### src/rtl/zube_z80_bus.sv
// Z80 I/O bus slave: synchronises the bus strobes, filters glitches and
// decodes four ports into register write pulses and read strobes.
module zube_z80_bus #(
    parameter logic [7:0] BASE_PORT = 8'h80,
    parameter int         FILTER    = 2
) (
    input  logic        clk,
    input  logic        reset_b,
    input  logic [27:0] io_in,
    output logic [27:0] io_out,
    output logic [27:0] io_oeb,
    output logic [1:0]  reg_addr,
    output logic        wr_valid,
    output logic [7:0]  wr_data,
    output logic        rd_strobe,
    input  logic [7:0]  rd_data,
    output logic        busy
);

    typedef enum logic [2:0] {
        S_IDLE,
        S_WRITE,
        S_READ_FETCH,
        S_READ_DRIVE,
        S_HOLD
    } state_t;

    localparam logic [2:0] FILT = FILTER[2:0];

    // strobe vector order: {M1_b, WR_b, RD_b, IORQ_b}
    logic [3:0]  ctl_s1_q, ctl_s2_q;
    logic [15:0] ad_q;
    logic [2:0]  cnt_q, cnt_d;
    state_t      state_q, state_d;
    logic [1:0]  addr_q, addr_d;
    logic [7:0]  wdata_q, wdata_d;
    logic [7:0]  drive_q, drive_d;

    logic iorq_b, rd_b, wr_b, m1_b;
    logic qual, driving;

    // upper GPIO pins are not part of the bus
    logic unused_pins;
    assign unused_pins = ^io_in[27:20];

    assign iorq_b = ctl_s2_q[0];
    assign rd_b   = ctl_s2_q[1];
    assign wr_b   = ctl_s2_q[2];
    assign m1_b   = ctl_s2_q[3];

    // a decodable I/O cycle: not an interrupt ack, exactly one of RD/WR
    assign qual = !iorq_b && m1_b && (rd_b ^ wr_b)
                  && (ad_q[15:10] == BASE_PORT[7:2]);

    // two-flop strobe synchroniser (idle high) and one-stage A/D capture
    always_ff @(posedge clk or negedge reset_b) begin
        if (!reset_b) begin
            ctl_s1_q <= 4'hF;
            ctl_s2_q <= 4'hF;
            ad_q     <= 16'h0000;
        end else begin
            ctl_s1_q <= io_in[19:16];
            ctl_s2_q <= ctl_s1_q;
            ad_q     <= io_in[15:0];
        end
    end

    // glitch filter: count consecutive qualified samples, saturating
    always_comb begin
        cnt_d = 3'd0;
        if (qual) begin
            cnt_d = (cnt_q >= FILT) ? cnt_q : cnt_q + 3'd1;
        end
    end

    // FSM state, filter counter, latches and read drive register
    always_ff @(posedge clk or negedge reset_b) begin
        if (!reset_b) begin
            state_q <= S_IDLE;
            cnt_q   <= 3'd0;
            addr_q  <= 2'd0;
            wdata_q <= 8'h00;
            drive_q <= 8'h00;
        end else begin
            state_q <= state_d;
            cnt_q   <= cnt_d;
            addr_q  <= addr_d;
            wdata_q <= wdata_d;
            drive_q <= drive_d;
        end
    end

    // next-state: accept once filtered, then wait for the bus to go idle
    always_comb begin
        state_d = state_q;
        addr_d  = addr_q;
        wdata_d = wdata_q;
        drive_d = drive_q;
        unique case (state_q)
            S_IDLE: begin
                if (qual && (cnt_d == FILT)) begin
                    addr_d = ad_q[9:8];
                    if (!wr_b) begin
                        wdata_d = ad_q[7:0];
                        state_d = S_WRITE;
                    end else begin
                        state_d = S_READ_FETCH;
                    end
                end
            end
            S_WRITE: begin
                state_d = S_HOLD;
            end
            S_READ_FETCH: begin
                drive_d = rd_data;
                state_d = S_READ_DRIVE;
            end
            S_READ_DRIVE: begin
                if (rd_b || iorq_b) begin
                    state_d = S_HOLD;
                end
            end
            S_HOLD: begin
                if (iorq_b && rd_b && wr_b) begin
                    state_d = S_IDLE;
                end
            end
            default: begin
                state_d = S_IDLE;
            end
        endcase
    end

    // outputs decode from the state register so reset releases D at once
    assign driving   = (state_q == S_READ_DRIVE);
    assign io_out    = {20'h00000, driving ? drive_q : 8'h00};
    assign io_oeb    = {20'hFFFFF, driving ? 8'h00 : 8'hFF};
    assign reg_addr  = addr_q;
    assign wr_data   = wdata_q;
    assign wr_valid  = (state_q == S_WRITE);
    assign rd_strobe = (state_q == S_READ_FETCH);
    assign busy      = (state_q != S_IDLE);

endmodule

### config.mk
export PLATFORM = sky130hd
export DESIGN_NAME = zube_z80_bus
export DESIGN_NICKNAME = d
export VERILOG_FILES = /design/src/rtl/zube_z80_bus.sv
export SDC_FILE = /design/constraint.sdc
export NUM_CORES = 1
export LEC_CHECK = 0
export ABC_AREA = 1
export CAP_MARGIN = 0
export CORE_UTILIZATION = 44
export DETAILED_ROUTE_END_ITERATION = 10
export HOLD_SLACK_MARGIN = 0.12
export PLACE_DENSITY_LB_ADDON = 0.08
export SKIP_LAST_GASP = 1
export SLEW_MARGIN = 20
export SYNTH_ARGS = -nofsm -noshare
export SYNTH_HDL_FRONTEND = slang
export SYNTH_SLANG_ARGS = --single-unit
### constraint.sdc
create_clock -name clk -period 2.6 [get_ports clk]
set_clock_uncertainty 0.15 [all_clocks]
set_input_delay 0.39 -clock clk [delete_from_list [all_inputs] [get_ports clk]]
set_output_delay 0.39 -clock clk [all_outputs]
set_load 0.02 [all_outputs]
* Word level (Yosys, flattened, before mapping) *
Cells that the tools add are included.

word-level totals
  register bits = 48
  input port bits = 38

cells by class
  add/subtract/negate cells = 1
  $lt $le $gt $ge = 1
  eq/ne operators = 9
  mux-type cells = 9
  bitwise gates (word level) = 2
  reductions and logical operators = 13

operators with widths
  cell                                                                number
  two-way mux 8 bit                                                   2
  two-way mux 3 bit                                                   5
  one-hot mux 3 bit (5 select lines)                                  1
  equality test 3 x 2 -> 1 bit (second input constant)                3
  equality test 6 bit (second input constant)                         1
  logical AND 1 bit                                                   6
  AND reduction 3 bit                                                 2
  != test 2 bit (second input constant)                               2
  adder 3 x 1 -> 3 bit (second input constant)                        1
  equality test 3 x 1 -> 1 bit (second input constant)                1
  equality test 3 bit (second input constant)                         1
  greater-or-equal comparator 3 x 2 -> 1 bit (second input constant)  1
  logical NOT 3 bit                                                   1
  nonzero test 3 bit                                                  1
  two-way mux 2 bit                                                   1
  != test 2 x 1 -> 1 bit (second input constant)                      1
  AND reduction 2 bit                                                 1
  logical NOT 1 bit                                                   1
  logical OR 1 bit                                                    1
  NOT 1 bit                                                           1
  XOR 1 bit                                                           1

* Depth between registers and ports, before layout *
Gate-level depths: netlist of the first run.

  depth in word-level cells = 9
  gate-level depth with buffers = 11
  mapped depth without buffers = 11

* Worst setup path before layout of the first run *
OpenSTA, ideal clock, no wires.

  path kind = reg2out
  start = reg state_q[2]
  end = out io_out[0]
  arrival = 1112 ps
  data required time = 2060 ps
  path slack = 948 ps
  stages on the path, launching flop included = 4
  path buffers = 0
  cells stage by stage = dfrtp_1 nor2_1 nand2_2 nor2_1

between the ends
  longest elaborated chain between the ends = 2

RTL lines
  what                          RTL line  source
  start: declaration            34        state_t state_q, state_d;
  start signal: assignment      85        state_q <= state_d;
  equality test 3 x 2 -> 1 bit  135       assign driving = (state_q == S_READ_DRIVE);
  two-way mux 8 bit             136       assign io_out = {20'h00000, driving ? drive_q : 8'h00};
  end: declaration              10        output logic [27:0] io_out,

Every way passes these cells.

* Final worst setup path of the first run *
  start = reg state_q[2]
  end = out io_out[4]

The elaborated chain is that of the path after synthesis.

==> results.py, run 1 <==
metrics = {
    "place": {
        "dp_slack_ps": 474,
        "dp_cells": 366,
        "dp_hpwl_um": 2520,
        "io_buffers": 58,
        "routabilityCongestion": 0.802,
    },
    "clocking": {
        "postCtsSetupRepairBufs": 0,
        "htree_levels": 2,
        "clk_pin_slew_ps": 90,
        "clk_latency_ps": 300,
        "cts_hold_buf": 1,
        "cts_buffers": 5,
        "cts_tree": "done",
        "cts_resized": 0,
        "clockRootBuffer": "clkbuf_8",
        "clock_sinks": 48,
        "clock_path_buffers": 2,
    },
    "global_routing": {
        "grt_overflow": 0,
        "grt_pass1_wl_um": 5890,
        "grt_pass1_vias": 1327,
        "grt_max_degree": 44,
        "grt_usage_pct": 14.4,
        "antenna_found_initial": 0,
    },
    "power_and_ir_drop": {
        "pwr_density_cell_nw_per_um2": 508,
        "max-vdd-ir-drop_v": 0.000426,
        "p_leak_uw": 0.00148,
    },
    "worst_hold_path": {
        "whs_endpoint": "ctl_s2_q[3]$_DFF_PN1_",
        "worstHoldStart": "ctl_s1_q[3]$_DFF_PN1_",
        "holdPathStages": 0,
        "holdCritPathClass": "reg -> reg",
    },
    "finish": {
        "drive_above_1_share_pct": 11.7,
        "fin_nets": 347,
        "utilization_pct": 59.2,
        "final_common_cell": "clkdlybuf4s50_1",
        "diodes": 0,
        "area_growth_pct": 26.3,
        "fin_cells": 375,
        "mostFrequentLayoutCells": "clkdlybuf4s50_1, nand2_1, conb_1, dfrtp_1, inv_1",
        "multiInputGateArea_um2": 719,
        "fillers": 413,
        "seqCellArea_um2": 1210,
    },
    "routing": {
        "dr_total_vias": 1499,
        "wire_per_inst_um": 9.16,
        "first_pass_iters": 4,
        "viasPerCell": 4.00,
        "wl_um": 3440,
        "drtIter0Drc": 37,
        "ant_nets": 0,
        "drc_errors": 0,
    },
    "run_status": {
        "status": "completed",
    },
    "sta": {
        "layout_min_cycle_time_ps": 2450,
        "worst-slew-pin-transition_ps": 926,
        "fin_ws_ps": 153,
        "setup_viol": 0,
        "finalCritPeriodShare_pct": 94.1,
        "fmax_mhz": 409,
        "finalSetupTns_ps": 0,
        "grt_setup_unrepaired": "no",
        "max_slew_margin_pct": 38.3,
        "drv_slew": 0,
        "final_hold_viol_count": 0,
    },
    "floorplan": {
        "dieArea_um2": 5460,
        "rows": 25,
        "ios": 107,
        "start_util_pct": 46.9,
        "dieHeight_um": 73.9,
        "core-area_um2": 4850,
        "die-width_um": 73.9,
    },
    "logic_synthesis": {
        "synth-seq-cells": 48,
        "ys_types": 20,
        "synthesis.area_um2": 2270,
        "yosys_warnings": 0,
        "avgSynthCellArea_um2": 9.17,
        "syn-instance-count": 248,
        "ys_seq_area_share_pct": 53.3,
    },
    "worst_setup_path": {
        "end_kind": "primary output",
        "path_cells": "nor2_1 > nand2_2 > nor2_1 > clkdlybuf4s50_1",
        "r2r-end": "wr_data[2]$_DFFE_PN0P_",
        "crit_top_cell": "nor2_1",
        "arrival_ps": 1910,
        "crit_fanout": 17,
        "max_stage_delay_ps": 620,
        "crit_type": "reg -> out",
        "r2r-start": "cnt_q[0]$_DFF_PN0_",
        "worst-r2r-cell-count": 10,
        "required_ps": 2060,
        "startpoint_type": "flip-flop",
        "crit_slowest_cell": "clkdlybuf4s50_1",
        "regToRegSetupSlack_ps": 760,
    },
    "flow_run": {
        "cap_violations": 0,
    },
}
==> synth_stat cells <==
library cell  number  share of area [%]
a21oi_1            3               0.66
buf_2              1               0.22
buf_4             47                 16
conb_1             2               0.33
dfrtp_1           40                 44
dfstp_2            8                9.2
ha_1               2                1.1
inv_1             32                5.3
inv_2              2               0.33
nand2_1           43                7.1
nand2_2            4                1.1
nand3_1           17                3.7
nand3_2            3                1.3
nand4_4            1               0.94
nor2_1            25                4.1
nor2_2             3               0.83
nor2_4             3                1.5
nor3_1             2               0.44
o21ai_0            8                1.8
o21ai_1            2               0.44
==> state kept, by name, indices dropped and copies added, names as in the netlist <==
| name | cells |
|---|---|
| ad_q | 16 |
| cnt_q | 3 |
| ctl_s1_q | 4 |
| ctl_s2_q | 4 |
| drive_q | 8 |
| reg_addr | 2 |
| state_q | 3 |
| wr_data | 8 |
==> stage by stage <==
stage	hold WS, ps	total power, uW	area (um^2)
5_1_grt	213	1530	2870
3_3_place_gp	197	917	2740
6_report	205	1460	2870
2_1_floorplan	-55.6	901	2420
4_1_cts	209	1480	2870
3_5_place_dp	197	918	2740
==> critical path, delay by kind of cell (launching register included) <==
kind | cells | cell delay (ps)
AND/OR/NAND/NOR | 3 | 570
flip-flops | 1 | 420
buffers and inverters | 1 | 620
==> power breakdown <==
group / total, uW / leakage, uW / switching, uW / internal, uW
combinational: 126 / 0.000852 / 81.1 / 45.1
sequential: 777 / 0.000564 / 7.67 / 770
clock: 556 / 0.0000614 / 242 / 314
==> logic make-up (layout without fill, tap and decap cells) <==
group	after synthesis	after routing	synth area share, %
AOI/OAI and AO/OA	13	13	2.86
adders and majority gates	2	2	1.10
buffers and inverters	82	104	21.4
DFF	48	48	53.3
other	2	40	0.330
and+or+nand+nor	101	101	21.1
==> worst max-delay path by stage <==
| stage | from | slack (ps) | cells past startpoint | endpoint |
|---|---|---|---|---|
| after floorplan | state_q[2]$_DFFE_PN0P_ | 950 | 3 | io_out[0] |
| final | state_q[2]$_DFFE_PN0P_ | 150 | 4 | io_out[4] |
| after CTS | state_q[2]$_DFFE_PN0P_ | 120 | 4 | io_out[5] |
| after global routing | state_q[2]$_DFFE_PN0P_ | 9 | 4 | io_out[5] |
| after global placement | state_q[2]$_DFFE_PN0P_ | 500 | 4 | io_out[4] |
| after detailed placement | state_q[2]$_DFFE_PN0P_ | 470 | 4 | io_out[5] |
==> routing by layer <==
| layer | track usage, % | vias to the layer above | part of all wire (%) |
|---|---|---|---|
| li1 | - | 778 | - |
| met1 | 18.3 | 647 | 45 |
| met2 | 23.4 | 67 | 46 |
| met3 | 4.66 | 7 | 6.8 |
| met4 | 4.49 | 0 | 1.3 |
| met5 | 0 | - | 0 |
==> final cells by class <==
cell class                 instances  share of cell area, %
inverter                          34                   4.44
clock buffer                       6                   2.88
tap                               67                   2.92
clock inverter                     2                   1.35
multi-input combinational        156                   25.1
sequential                        48                   42.2
timing repair buffer              62                   21.2
Power figures use the tool's default switching activity.
==> inputs of run 2 (changes only) <==
- CAP_MARGIN: 0 -> 20
- CTS_BUF_LIST: default -> sky130_fd_sc_hd__clkbuf_16
==> run 2 against run 1 <==
Core utilization rose by 0.75 points; clock-buffer cell count fell by 1; power is 10% higher; critical endpoint unchanged; critical path depth is the same; final area up 1.3%.
==> results.py, run 2 (synthesis results as in run 1) <==
metrics = {
    "run_status": {
        "status": "completed",
    },
    "clocking": {
        "clock_sinks": 48,
        "clk_latency_ps": 280,
        "cts_resized": 0,
        "clockRootBuffer": "clkbuf_16",
        "postCtsSetupRepairBufs": 0,
        "clk_pin_slew_ps": 60,
        "cts_buffers": 5,
        "htree_levels": 2,
        "cts_tree": "done",
        "cts_hold_buf": 0,
        "clock_path_buffers": 2,
    },
    "finish": {
        "largest-register": "ad_q",
        "mostFrequentLayoutCells": "clkdlybuf4s50_1, nand2_1, conb_1, dfrtp_1, inv_1",
        "diodes": 0,
        "fin_nets": 346,
        "fillers": 413,
        "final_common_cell": "clkdlybuf4s50_1",
        "largest_reg_flops": 16,
        "drive_above_1_share_pct": 11.4,
        "area_growth_pct": 27.9,
    },
    "worst_setup_path": {
        "r2r-start": "cnt_q[0]$_DFF_PN0_",
        "r2r-end": "wr_data[4]$_DFFE_PN0P_",
        "worst-r2r-cell-count": 10,
        "startpoint_type": "flip-flop",
        "crit_type": "reg -> out",
        "crit_start": "state_q[2]$_DFFE_PN0P_",
        "crit_fanout": 17,
        "worst-path-buf-inv": 1,
        "cp.depth": 4,
        "required_ps": 2060,
        "end_kind": "primary output",
        "endpoint": "io_out[4]",
        "path_cells": "nor2_1 > nand2_2 > nor2_1 > clkdlybuf4s50_1",
        "max_stage_delay_ps": 620,
        "crit_slowest_cell": "clkdlybuf4s50_1",
        "regToRegSetupSlack_ps": 760,
        "crit_top_cell": "nor2_1",
        "crit_family": "buffers and inverters",
        "arrival_ps": 1880,
    },
    "routing": {
        "drc_errors": 0,
        "ant_nets": 0,
        "drtIter0Drc": 24,
        "first_pass_iters": 4,
        "viasPerCell": 4.01,
        "wire_per_inst_um": 9.25,
        "wl_um": 3460,
        "dr_total_vias": 1498,
    },
    "place": {
        "dp_hpwl_um": 2520,
        "routabilityCongestion": 0.802,
        "io_buffers": 58,
    },
    "floorplan": {
        "die-width_um": 73.9,
        "ios": 107,
        "dieArea_um2": 5460,
        "core-area_um2": 4850,
        "rows": 25,
        "dieHeight_um": 73.9,
        "start_util_pct": 46.9,
    },
    "sta": {
        "layout_min_cycle_time_ps": 2420,
        "fmax_mhz": 413,
        "finalCritPeriodShare_pct": 93.2,
        "final_hold_viol_count": 0,
        "worst-slew-pin-transition_ps": 915,
        "drv_slew": 0,
        "setup_viol": 0,
        "max_slew_margin_pct": 39.0,
        "grt_setup_unrepaired": "no",
        "finalSetupTns_ps": 0,
    },
    "global_routing": {
        "grt_pass1_vias": 1324,
        "antenna_found_initial": 0,
        "grt_pass1_wl_um": 5870,
        "grt_overflow": 0,
        "grt_max_degree": 44,
        "grt_usage_pct": 14.6,
    },
    "power_and_ir_drop": {
        "max-vdd-ir-drop_v": 0.000427,
        "power_uw": 1610,
        "pwr_density_cell_nw_per_um2": 554,
        "p_leak_uw": 0.00149,
    },
    "flow_run": {
        "cap_violations": 0,
    },
    "worst_hold_path": {
        "holdCritPathClass": "in -> async",
    },
}
run 2: cell count changes in the layout (fill, tap and decap cells not counted):
cell and delta:
clkbuf_8 -6, clkbuf_16 +5, clkinv_1 +1, dlygate4sd3_1 -1
run 2: power by group:
group / switching, uW / internal [uW] / total [uW]
Sequential: 7.69 / 771 / 779
Clock: 257 / 451 / 708
Combinational: 80.7 / 44.1 / 125
Total: 345 / 1270 / 1610
run 2: final cells by class:
class,instances,area (um^2),area share [%]
clock inverters,3,42.5,1.46
well taps,67,83.8,2.88
repair buffers,61,598,20.6
multi-input cells,156,719,24.7
clock buffers,5,125,4.30
flip-flops and latches,48,1210,41.7
inverters,34,128,4.39
run 2: worst min path at each step:
stage / from / endpoint / slack (ps) / depth (start not counted)
after floorplan: reset_b / ad_q[0]$_DFF_PN0_ / -60 / 0
after global placement: ctl_s1_q[2]$_DFF_PN1_ / ctl_s2_q[2]$_DFF_PN1_ / 200 / 0
after detailed placement: ctl_s1_q[3]$_DFF_PN1_ / ctl_s2_q[3]$_DFF_PN1_ / 200 / 0
after CTS: reset_b / ad_q[14]$_DFF_PN0_ / 130 / 1
after global routing: reset_b / ad_q[12]$_DFF_PN0_ / 170 / 1
final: reset_b / ad_q[8]$_DFF_PN0_ / 90 / 1
run 2: per-layer routing:
layer | up-vias | track usage [%] | share of wire, %
met5 | - | 0 | 0
met3 | 5 | 4.25 | 6.1
li1 | 778 | - | -
met2 | 66 | 24.4 | 48
met4 | 0 | 5.77 | 1.6
met1 | 649 | 17.6 | 44
run 2: stage by stage:
stage / cell area, um^2 / utilization [%] / setup slack (ps) / std cells / hold slack [ps]
after global routing: 2910 / 60.0 / 43.0 / 374 / 173
final: 2910 / 60.0 / 178 / 374 / 90.2
after detailed placement: 2740 / 56.5 / 474 / 366 / 197
after floorplan: 2420 / - / 948 / 286 / -55.6
after global placement: 2740 / 56.5 / 503 / 366 / 197
after CTS: 2910 / 60.0 / 145 / 374 / 129
